<file path="src/rtl/regfile_pkg.sv">
`default_nettype none
// ============================================================================
// Module      : regfile_pkg
// Description : Shared types and helpers for the scoreboarded register file:
//               FSM state encoding and the address-width helper.
// Revision    : 1.0 - initial release
// ============================================================================
package regfile_pkg;

  // Two-state controller: post-reset clear sweep, then normal operation.
  typedef enum logic [0:0] {
    ST_INIT  = 1'b0,
    ST_READY = 1'b1
  } state_e;

  // Address width for a register count; never narrower than one bit.
  function automatic int calc_aw(input int n);
    return (n > 1) ? $clog2(n) : 1;
  endfunction

endpackage : regfile_pkg
`default_nettype wire

</file>
<file path="src/rtl/regfile_scoreboard.sv">
`default_nettype none
// ============================================================================
// Module      : regfile_scoreboard
// Description : One pending bit per register. An issue sets the bit for its
//               destination, a writeback clears it; when both target the same
//               register in one cycle the set wins. Bit 0 is never pending.
// Revision    : 1.0 - initial release
// ============================================================================
module regfile_scoreboard #(
  parameter int NREGS = 32,
  parameter int AW    = 5
) (
  input  logic             clk,
  input  logic             rst,
  input  logic             set_en_i,
  input  logic [AW-1:0]    set_addr_i,
  input  logic             clr_en_i,
  input  logic [AW-1:0]    clr_addr_i,
  output logic [NREGS-1:0] pending_o
);

  logic [NREGS-1:0] pending_q;
  logic [NREGS-1:0] pending_d;

  // Next pending vector: clear first so a same-address set overrides it.
  always_comb begin
    pending_d = pending_q;
    if (clr_en_i) begin
      pending_d[clr_addr_i] = 1'b0;
    end
    if (set_en_i) begin
      pending_d[set_addr_i] = 1'b1;
    end
    pending_d[0] = 1'b0;
  end

  // Pending bits register; reset leaves nothing outstanding.
  always_ff @(posedge clk or posedge rst) begin
    if (rst) begin
      pending_q <= '0;
    end else begin
      pending_q <= pending_d;
    end
  end

  assign pending_o = pending_q;

endmodule : regfile_scoreboard
`default_nettype wire

</file>
<file path="src/rtl/regfile_sb.sv">
`default_nettype none
// ============================================================================
// Module      : regfile_sb
// Description : Multi-read-port register file with a single writeback port,
//               per-register pending scoreboard, optional write-through and a
//               post-reset zeroing sweep (register contents have no reset).
// Revision    : 1.0 - initial release
// ============================================================================
module regfile_sb
  import regfile_pkg::*;
#(
  parameter int XLEN   = 32,
  parameter int NREGS  = 32,
  parameter int NRD    = 2,
  parameter int BYPASS = 1,
  localparam int AW    = calc_aw(NREGS)
) (
  input  logic              clk,
  input  logic              rst,
  input  logic [NRD*AW-1:0] rd_addr,
  output logic [NRD*XLEN-1:0] rd_data,
  output logic [NRD-1:0]    rd_busy,
  input  logic              wr_en,
  input  logic [AW-1:0]     wr_addr,
  input  logic [XLEN-1:0]   wr_data,
  input  logic              iss_en,
  input  logic [AW-1:0]     iss_addr,
  output logic              init_done
);

  state_e          state_q;
  state_e          state_d;
  logic [AW-1:0]   ptr_q;
  logic [AW-1:0]   ptr_d;
  logic            init_done_q;
  logic [XLEN-1:0] mem_q [NREGS];

  logic             w_ready;
  logic             w_wr;
  logic             w_iss;
  logic [NREGS-1:0] w_pending;

  // Writes and issues only take effect once the sweep is over; x0 is inert.
  assign w_ready = (state_q == ST_READY);
  assign w_wr    = w_ready && wr_en  && (wr_addr  != '0);
  assign w_iss   = w_ready && iss_en && (iss_addr != '0);

  // Controller next state: walk the pointer up to NREGS-1, then go READY.
  always_comb begin
    state_d = state_q;
    ptr_d   = ptr_q;
    case (state_q)
      ST_INIT: begin
        ptr_d = ptr_q + AW'(1);
        if (ptr_q == AW'(NREGS - 1)) begin
          state_d = ST_READY;
        end
      end
      ST_READY: begin
        state_d = ST_READY;
      end
      default: begin
        state_d = ST_INIT;
      end
    endcase
  end

  // Controller registers; reset restarts the sweep at register 1.
  always_ff @(posedge clk or posedge rst) begin
    if (rst) begin
      state_q     <= ST_INIT;
      ptr_q       <= AW'(1);
      init_done_q <= 1'b0;
    end else begin
      state_q     <= state_d;
      ptr_q       <= ptr_d;
      init_done_q <= (state_d == ST_READY);
    end
  end

  assign init_done = init_done_q;

  // Register storage: zeroed by the sweep, otherwise loaded by writeback.
  always_ff @(posedge clk) begin
    if (state_q == ST_INIT) begin
      mem_q[ptr_q] <= '0;
    end else if (w_wr) begin
      mem_q[wr_addr] <= wr_data;
    end
  end

  regfile_scoreboard #(
    .NREGS (NREGS),
    .AW    (AW)
  ) u_scoreboard (
    .clk        (clk),
    .rst        (rst),
    .set_en_i   (w_iss),
    .set_addr_i (iss_addr),
    .clr_en_i   (w_wr),
    .clr_addr_i (wr_addr),
    .pending_o  (w_pending)
  );

  for (genvar k = 0; k < NRD; k++) begin : g_rd
    logic [AW-1:0] ra;
    logic          hit_wr;
    logic          hit_iss;

    assign ra      = rd_addr[k*AW +: AW];
    // Write-through hit; w_wr already excludes x0.
    assign hit_wr  = (BYPASS != 0) && w_wr && (wr_addr == ra);
    assign hit_iss = w_iss && (iss_addr == ra);

    assign rd_data[k*XLEN +: XLEN] = (!w_ready || (ra == '0)) ? '0 :
                                     hit_wr                   ? wr_data :
                                                                mem_q[ra];
    // A forwarded write retires the producer unless a new one issues now.
    assign rd_busy[k] = w_ready && w_pending[ra] && !(hit_wr && !hit_iss);
  end

endmodule : regfile_sb
`default_nettype wire
</file>
<file path="config.mk">
export PLATFORM = sky130hd
export DESIGN_NAME = regfile_sb
export DESIGN_NICKNAME = d
export VERILOG_FILES = /design/src/rtl/regfile_pkg.sv /design/src/rtl/regfile_scoreboard.sv /design/src/rtl/regfile_sb.sv
export SDC_FILE = /design/constraint.sdc
export NUM_CORES = 1
export LEC_CHECK = 0
export CAP_MARGIN = 20
export CELL_PAD_IN_SITES_DETAIL_PLACEMENT = 1
export CELL_PAD_IN_SITES_GLOBAL_PLACEMENT = 2
export CORE_ASPECT_RATIO = 2
export CORE_MARGIN = 2
export CORE_UTILIZATION = 35
export DETAILED_ROUTE_END_ITERATION = 16
export PLACE_DENSITY_LB_ADDON = 0.3
export SLEW_MARGIN = 20
export SYNTH_ARGS = -nofsm -noshare
export SYNTH_HDL_FRONTEND = slang
export SYNTH_SLANG_ARGS = --single-unit
</file>
<file path="constraint.sdc">
create_clock -name clk -period 5.6 [get_ports clk]
set_input_delay 0.84 -clock clk [delete_from_list [all_inputs] [get_ports clk]]
set_output_delay 0.84 -clock clk [all_outputs]
set_load 0.05 [all_outputs]
</file>
Yosys cells after proc, flatten, opt, wreduce, memory -nomap -nowiden
Memories as Yosys holds them, arrays and structs flattened.
Cells that the tools add are included.
{"block": "classes", "add_sub_neg": 1, "magnitude_cmp": 6, "eq_ne": 5, "muxes": 23, "bitwise_logic": 4, "reduce_logical": 28}
{"cell": "$mux W32", "n": 7}
{"cell": "$and A32 B32 Y32", "n": 1}
{"cell": "$not A32 Y32", "n": 1}
{"cell": "$or A32 B32 Y32", "n": 1}
{"cell": "$reduce_or A32 Y1", "n": 1}
{"cell": "$lt A5 B6 Y1 const B", "n": 4}
{"cell": "$eq A5 B5 Y1", "n": 4}
{"cell": "$logic_and A1 B1 Y1", "n": 16}
{"cell": "$bmux W1 S5", "n": 2}
{"cell": "$demux W1 S5", "n": 2}
{"cell": "$ge A5 B1 Y1 const B", "n": 2}
{"cell": "$logic_not A5 Y1", "n": 2}
{"cell": "$mux W1", "n": 10}
{"cell": "$reduce_bool A5 Y1", "n": 2}
{"cell": "$add A5 B1 Y5 const B", "n": 1}
{"cell": "$eq A5 B5 Y1 const B", "n": 1}
{"cell": "$logic_not A1 Y1", "n": 5}
{"cell": "$mux W5", "n": 1}
{"cell": "$logic_or A1 B1 Y1", "n": 2}
{"cell": "$pmux W1 S2", "n": 1}
{"cell": "$not A1 Y1", "n": 1}
{"block": "word_totals", "regBits": 37, "mem_bits_rw": 1024, "inputBits": 56, "output_inout_bits": 67, "wordCells": 71, "memories": 1}
{"memory": "mem_q", "depth": 32, "width": 32, "read_ports": 2, "rd_ports_with_merged_regs": 0, "wr": 1, "line_no": "regfile_sb.sv:36", "text": "logic [XLEN-1:0] mem_q [NREGS];"}

Depth between registers and ports, before layout
Gate-level depths: netlist (run 1).
{"block": "depth", "word_depth": 9, "depth_mapped": 10, "ltp_nobuf": 5}

Hierarchy
A second synthesis (run 1) with hierarchy kept.
{"block": "hier_totals", "cells_unflattened": 2805, "hier_area_um2": 50180.6}
{"module": "regfile_sb", "n_inst": 1, "cells_each": 2684, "area_per_inst_um2": 48898.1, "seq_area_each_um2": 30900.9}
{"module": "regfile_scoreboard", "n_inst": 1, "cells_each": 121, "area_per_inst_um2": 1282.5, "seq_area_each_um2": 775.7}

Worst setup path after synthesis (run 1)
OpenSTA, ideal clock, no wires.
{"block": "synth_timing", "path_kind": "input -> register", "startpoint": "in wr_addr[2]", "endpoint": "mem mem_q[17][0] (enable)", "setup_time_ns": 0.421, "t_arrival_ns": 3.503, "required_time_ns": 5.179, "path_slack_ns": 1.676, "cell_stages": 7, "path_buffers": 3, "cell_sequence": "buf_2 -> or3_1 -> buf_2 -> o21ai_4 -> buf_4 -> a31oi_1 -> nor2_1"}
{"block": "synth_between", "elab_chain_len": 7, "word_cells_on_any_way": 8, "classes_between": "mux: 5; reduce/logical: 3"}
{"item": "start, declared", "line_no": "regfile_sb.sv:24", "text": "input logic [AW-1:0] wr_addr,"}
{"item": "$reduce_bool A5 Y1", "line_no": "regfile_sb.sv:45", "text": "assign w_wr = w_ready && wr_en && (wr_addr != '0);"}
{"item": "$logic_and A1 B1 Y1", "line_no": "regfile_sb.sv:45"}
{"item": "$mux W1", "line_no": "regfile_sb.sv:87", "text": "end else if (w_wr) begin"}
{"item": "$mux W1", "line_no": "regfile_sb.sv:85", "text": "if (state_q == ST_INIT) begin"}
{"item": "$mux W1 (not written as such)", "line_no": "regfile_sb.sv:88", "text": "mem_q[wr_addr] <= wr_data;"}
{"item": "$reduce_or A32 Y1 (no line)"}
{"item": "$mux W5 (no line) or $mux W1 (tied branches)"}
{"item": "end, declared", "line_no": "regfile_sb.sv:36"}
Several ways; a longest one is shown, not always the timed one.

Worst setup path in the final report (run 1)
{"block": "layout_timing", "startpoint": "in wr_addr[2]", "endpoint": "out rd_data[18]"}
{"block": "layout_between", "elab_chain_len": 5, "word_cells_on_any_way": 6, "classes_between": "eq/ne: 1; mux: 2; reduce/logical: 3"}
{"item": "$reduce_bool A5 Y1", "line_no": "regfile_sb.sv:45"}
{"item": "$logic_and A1 B1 Y1", "line_no": "regfile_sb.sv:45"}
{"item": "$logic_and A1 B1 Y1 (*)", "line_no": "regfile_sb.sv:112", "text": "assign hit_wr = (BYPASS != 0) && w_wr && (wr_addr == ra);"}
{"item": "$mux W32 (*)", "line_no": "regfile_sb.sv:116", "text": "hit_wr ? wr_data :"}
{"item": "$mux W32 (*)", "line_no": "regfile_sb.sv:115", "text": "assign rd_data[k*XLEN +: XLEN] = (!w_ready || (ra == '0)) ? '0 :"}
{"item": "end, declared", "line_no": "regfile_sb.sv:21", "text": "output logic [NRD*XLEN-1:0] rd_data,"}
Every way passes the cells marked *; elsewhere a longest branch is shown, timed or not.

==> out/metrics.yaml, run 1 <==
run_status:
  status: "complete, no violations"
power_and_ir_drop:
  power_mw: 17.70
  ir_worst_vdd_mv: 0.2712
  power_density_nw_per_um2: 305.3
  power.leakage_nw: 20.20
yosys:
  synth_edf_count: 1023
  ys.warnings.count: 0
  synth-seq-cells: 1060
  synth_ff_type: "edfxtp_1"
  ys_async_sr_fraction: 0.03491
  syn_inst: 2888
  avgSynthCellArea_um2: 17.47
  ys_types: 56
  syn_area_um2: 50440
  syn_nets: 2946
  yosysSeqAreaShare: 0.6274
clock_network:
  cts_tree: "done"
  cts_hold_buf: 0
  cts_setup_buffers: 0
  clk_pin_slew_worst_paths_ns: 0.06
  cts_resized: 0
  clock_path_buffers: 3
  cts-root-buf: "clkbuf_16"
  clock_latency_ns: 0.72
  cts_made_buffers: 104
  clock_sinks: 1060
  cts-htree-levels: 3
timing:
  slew_violations: 0
  finalHoldViolations: 0
  fmax_mhz: 181.9
  rsz0062_at_grt: "no"
  setup_tns_ns: 0
  worst_pin_slew_ns: 1.200
  fin_crit_ns: 5.497
  setup_ws_ns: 0.1027
  finClkSkew_ns: 0.01345
  finalCritPeriodShare: 0.9817
  slew_headroom: 0.1978
  setup_viol: 0
floorplanning:
  ioPinCount: 123
  core_um2: 143500
  fp.dieW_um: 272.4
  die_y_um: 540.9
  rows: 197
  dieArea_um2: 147400
  start_util: 0.3516
drt:
  wirelength_mm: 181.2
  dr.pass1.iters: 7
  drc: 0
  vias: 31260
  final_antenna_net_count: 0
  vias_per_cell: 6.251
  avgRoutedWirePerCell_um: 36.23
  drt_iter0_drc: 2919
finish:
  final_nets: 3087
  drive_gt1_frac: 0.2789
  mostFrequentLayoutCell: "edfxtp_1"
  syn_to_final_growth_pct: 14.91
  mostFrequentLayoutCells: "1,023 x edfxtp_1, 398 x mux4_2, 253 x mux2i_1"
  layout.cells.non_filler: 5000
hold_path:
  min_path_cells: 1
  hold_path_class: "reg -> reg"
  min_to: "ptr_q[0]"
  hold_path.startpoint: "ptr_q[0]"
global_route:
  antenna_found_initial: 6
  grt_pass1_vias: 33220
  grt_max_degree: 65
  gr-total-overflow: 0
  grt_usage: 0.2451
  grt_pass1_wl_mm: 255.3
worst_setup_path:
  crit_path_max_fanout: 11
  r2r_cells: 7
  cp-start-kind: "input port"
  crit_type: "in -> out"
  crit_required_ns: 4.76
  r2r_end: "mem_q[17][12]"
  endpoint_kind: "primary output"
  cp_data_arrival_time_ns: 4.66
  r2r-start: "init_done"
  reg2reg_slack_ns: 2.18
placed_design:
  gp_congestion: 0.8188
  placedCellCount: 4812
  portBuffers: 122
  dp_slack_ns: 0.08458
  dp_hpwl_mm: 108.7
flow_run:
  max-cap-violations: 0
cell usage after synthesis (3+ instances only):
library cell | instances | area [um^2]
edfxtp_1 | 1023 | 30720
mux4_2 | 398 | 8964
mux2i_1 | 253 | 2532
a21oi_1 | 127 | 635.6
a22oi_1 | 126 | 945.9
clkbuf_1 | 126 | 473.0
buf_2 | 81 | 405.4
nor2b_1 | 69 | 431.7
o21ai_0 | 65 | 325.3
nor3_1 | 63 | 315.3
a211o_1 | 62 | 543.0
a211oi_1 | 62 | 465.5
o221ai_1 | 62 | 543.0
o22ai_1 | 62 | 387.9
nor2_1 | 49 | 183.9
dfrtp_1 | 36 | 900.9
and2_1 | 35 | 219.0
buf_4 | 24 | 180.2
xnor2_1 | 19 | 166.4
buf_1 | 14 | 52.55
mux2_2 | 13 | 146.4
nand3b_1 | 11 | 82.58
buf_6 | 10 | 112.6
nand2_1 | 10 | 37.54
nand3_1 | 10 | 50.05
a31oi_1 | 9 | 56.30
inv_1 | 6 | 22.52
nand2b_1 | 5 | 31.28
nand4_1 | 5 | 31.28
xor2_1 | 4 | 35.03
a21boi_0 | 3 | 22.52
o41ai_1 | 3 | 26.28
or2_2 | 3 | 18.77
or3_1 | 3 | 18.77
layer usage:
metal	track usage	vias up	routed length (um)
met5	0	-	57
met4	0.09726	8	7414
met3	0.02873	336	10900
met2	0.4159	1283	90760
met1	0.3193	17100	72030
li1	-	12530	-
cell families (layout without fill, tap and decap cells):
family	after synthesis	after routing	synth area share
flip-flops	1060	1060	0.6274
multiplexers	664	664	0.2308
AO/OA/AOI/OAI	607	607	0.08327
AND/OR/NAND/NOR	271	271	0.02939
buffers and inverters	261	482	0.02470
XOR/XNOR	23	23	0.003993
adder cells (fa/ha/maj)	2	2	0.0004960
other	0	1	0
worst max-delay path: stages:
cell and delay [ns]:
clkdlybuf4s50_1 0.61, or3_1 0.65, o211ai_2 0.35, o21ai_4 0.28, nor3_1 0.91, a211o_1 0.20, clkdlybuf4s50_1 0.81
worst max-delay path by stage:
stage / cells after the start / end / from
4_1_cts: 7 / rd_data[19] / wr_addr[2]
5_1_grt: 7 / rd_data[21] / wr_addr[2]
3_5_place_dp: 7 / rd_data[19] / wr_addr[2]
2_1_floorplan: 7 / mem_q[17][0] / wr_addr[2]
3_3_place_gp: 7 / rd_data[19] / wr_addr[2]
6_report: 7 / rd_data[18] / wr_addr[2]
sequential cells by signal (all words and copies together) (netlist names):
signal	cells
mem_q	1023
u_scoreboard.pending_o	31
ptr_q	5
init_done	1
report_power, final:
part           leakage, nW  switching, mW  internal, mW
registers             11.1         0.0240          8.75
logic                 7.49           1.25         0.645
clock network         1.61           3.12          3.90
area by class of cell:
class	instances	area (um^2)
well taps	1890	2365
clock buffers	117	2651
multi-input cells	1567	17930
repair buffers	290	2698
flip-flops and latches	1060	31650
inverters	6	22.52
diodes	1	2.502
fillers	13990	85490
clock inverters	69	651.9
stage by stage:
stage	hold WS (ns)	area, um^2	util
after floorplan	0.4813	50440	-
after global placement	0.5002	54590	0.3805
after detailed placement	0.5060	54630	0.3808
after CTS	0.5129	57940	0.4039
after global routing	0.5185	57970	0.4041
final	0.5083	57970	0.4041
(Power assumes the default switching activity.)
==> inputs of run 2 (changes only) <==
CAP_MARGIN = 30   (was 20)
PLACE_DENSITY_LB_ADDON = 0.12   (was 0.3)
SLEW_MARGIN = unset   (was 20)
==> run 2 against run 1 <==
Net effect: clock power up 5.8%; fmax up 11%; critical path depth up 1; critical endpoint is now rd_data[51]; total power up 2.8%; final area up 2.0%.
==> out/metrics.yaml, run 2 (synthesis gave the netlist of run 1 again) <==
run_status:
  status: "complete, no violations"
drt:
  dr_wl_met2_mm: 95.61  # +5.3%
  drt_iter0_drc: 2613  # -10%
  vias_per_cell: 6.127  # -2.0%
  top_layer_used: "met4"
  met1Wirelength_mm: 77.30  # +7.3%
  final_antenna_net_count: 0  # unchanged
  vias: 30950  # -0.99%
  avgRoutedWirePerCell_um: 37.41  # +3.2%
  drc: 0  # unchanged
  wl_met3_mm: 9.147  # -16%
  dr.pass1.iters: 5  # -2
  wirelength_mm: 188.9  # +4.3%
worst_setup_path:
  crit_type: "in -> out"
  crit_required_ns: 4.76  # about the same
  endpoint_kind: "primary output"
  crit_path_max_fanout: 13  # +2
  cp-start-kind: "input port"
  cp_data_arrival_time_ns: 4.12  # -0.54 ns
power_and_ir_drop:
  power_mw: 18.20  # +2.8%
  p_seq_frac: 0.482  # -0.014
  switching_share: 0.2474  # -0.001153
  combinationalPowerShare: 0.109  # +0.002
  clkPwrFrac: 0.409  # +0.012
  power.leakage_nw: 20.73  # +2.6%
  ir_worst_vdd_mv: 0.2451  # -9.6%
  power_density_nw_per_um2: 307.9  # +0.86%
  p_sw_mw: 4.503  # +2.4%
  p_int_mw: 13.69  # +3.0%
placed_design:
  portBuffers: 122  # unchanged
  dp_slack_ns: 0.6512  # +0.5666 ns
  post_dp_cell_area_um2: 55340  # +1.3%
  dp_hpwl_mm: 118.0  # +8.6%
  gp_congestion: 0.7939  # -3.0%
finish:
  mostFrequentLayoutCells: "1,023 x edfxtp_1, 398 x mux4_2, 253 x mux2i_1"
  drive_gt1_frac: 0.2902  # +0.01132
  final_nets: 3133  # +1.5%
  final_area_um2: 59110  # +2.0%
  fillers: 13820  # -1.3%
  largest_reg_flops: 1023  # unchanged
  regMostFlops: "mem_q"
  syn_to_final_growth_pct: 17.17
  mostFrequentLayoutCell: "edfxtp_1"
  multiInputGateArea_um2: 17890  # -0.20%
  regArea_um2: 31650  # unchanged
clock_network:
  cts_made_buffers: 102  # -1.9%
  clock_path_buffers: 3  # unchanged
  cts_setup_buffers: 0  # unchanged
  cts_resized: 0  # unchanged
  cts-htree-levels: 3  # unchanged
  cts_hold_buf: 0  # unchanged
  clock_sinks: 1060  # unchanged
  cts_tree: "done"
  clock_latency_ns: 0.72  # about the same
  clk_pin_slew_worst_paths_ns: 0.06  # about the same
  cts-root-buf: "clkbuf_16"
timing:
  finalCritPeriodShare: 0.8856  # -0.09606
  slew_violations: 0  # unchanged
  setup_tns_ns: 0  # unchanged
  fmax_mhz: 201.6  # +11%
  fin_crit_ns: 4.959  # -0.5379 ns
  setup_ws_ns: 0.6406  # +0.5379 ns
  finClkSkew_ns: 0.02312  # +0.009672 ns
  finalHoldViolations: 0  # unchanged
  setup_viol: 0  # unchanged
  rsz0062_at_grt: "no"
  worst_pin_slew_ns: 1.015  # -0.1852 ns
  slew_headroom: 0.3191  # +0.1213
floorplanning:
  start_util: 0.3516  # unchanged
  core_um2: 143500  # unchanged
  rows: 197  # unchanged
  fp.dieW_um: 272.4  # unchanged
  dieArea_um2: 147400  # unchanged
  ioPinCount: 123  # unchanged
  die_y_um: 540.9  # unchanged
global_route:
  antenna_found_initial: 3  # -3
  grt_max_degree: 90  # +38%
  grt_usage: 0.2571  # +0.01201
  gr-total-overflow: 0  # unchanged
  grt_pass1_vias: 33270  # +0.15%
  grt_pass1_wl_mm: 265.6  # +4.0%
hold_path:
  hold_path_class: "reg -> reg"
flow_run:
  max-cap-violations: 0  # unchanged
==> run 2: final cells by class <==
class / instances / share of cell area
sequential: 1060 / 0.5354
clock inverter: 68 / 0.01393
clock buffer: 121 / 0.04547
inverter: 6 / 0.0003810
timing repair buffer: 338 / 0.06200
antenna: 1 / 0.00004234
tap: 1890 / 0.04001
multi-input combinational: 1567 / 0.3028
==> run 2: power groups by stage <==
stage                     Clock, mW  Sequential [mW]  Combinational (mW)
after CTS                      7.59             8.77                1.99
after global placement            0             8.94                1.93
after global routing           7.85             8.76                2.08
after floorplan                   0             8.93                1.13
after detailed placement          0             8.94                1.98
final                          7.44             8.76                1.99
==> run 2: critical path: stages <==
cell,delay (ns)
clkdlybuf4s50_1,0.65
or3_1,0.67
o211ai_2,0.33
o211ai_1,0.14
buf_4,0.25
a21oi_1,0.21
a211o_1,0.20
clkdlybuf4s50_1,0.82
==> run 2: per-layer routing <==
metal	vias up	GRT usage
li1	12630	-
met1	17020	0.3343
met2	1040	0.4426
met3	262	0.03228
met4	0	0.08684
met5	-	0
==> run 2: per-stage QoR <==
stage | utilization | hold WS (ns) | std cells
after floorplan | - | 0.4813 | 2888
after global placement | 0.3820 | 0.5080 | 4820
after detailed placement | 0.3858 | 0.5130 | 4848
after CTS | 0.4103 | 0.5198 | 5037
after global routing | 0.4120 | 0.5479 | 5051
final | 0.4120 | 0.5126 | 5051
==> run 2: final timing paths <==
kind,start,to,slack (ns),depth (start not counted)
setup / recovery,wr_addr[2],rd_data[51],0.64,8
hold / removal,ptr_q[0],ptr_q[0],0.51,1
setup reg to reg,init_done,mem_q[3][27],2.47,7
hold reg to reg,ptr_q[0],ptr_q[0],0.51,1
max in group asynchronous,rst,ptr_q[0],4.50,3
min in group asynchronous,rst,u_scoreboard.pending_o[2],0.72,3
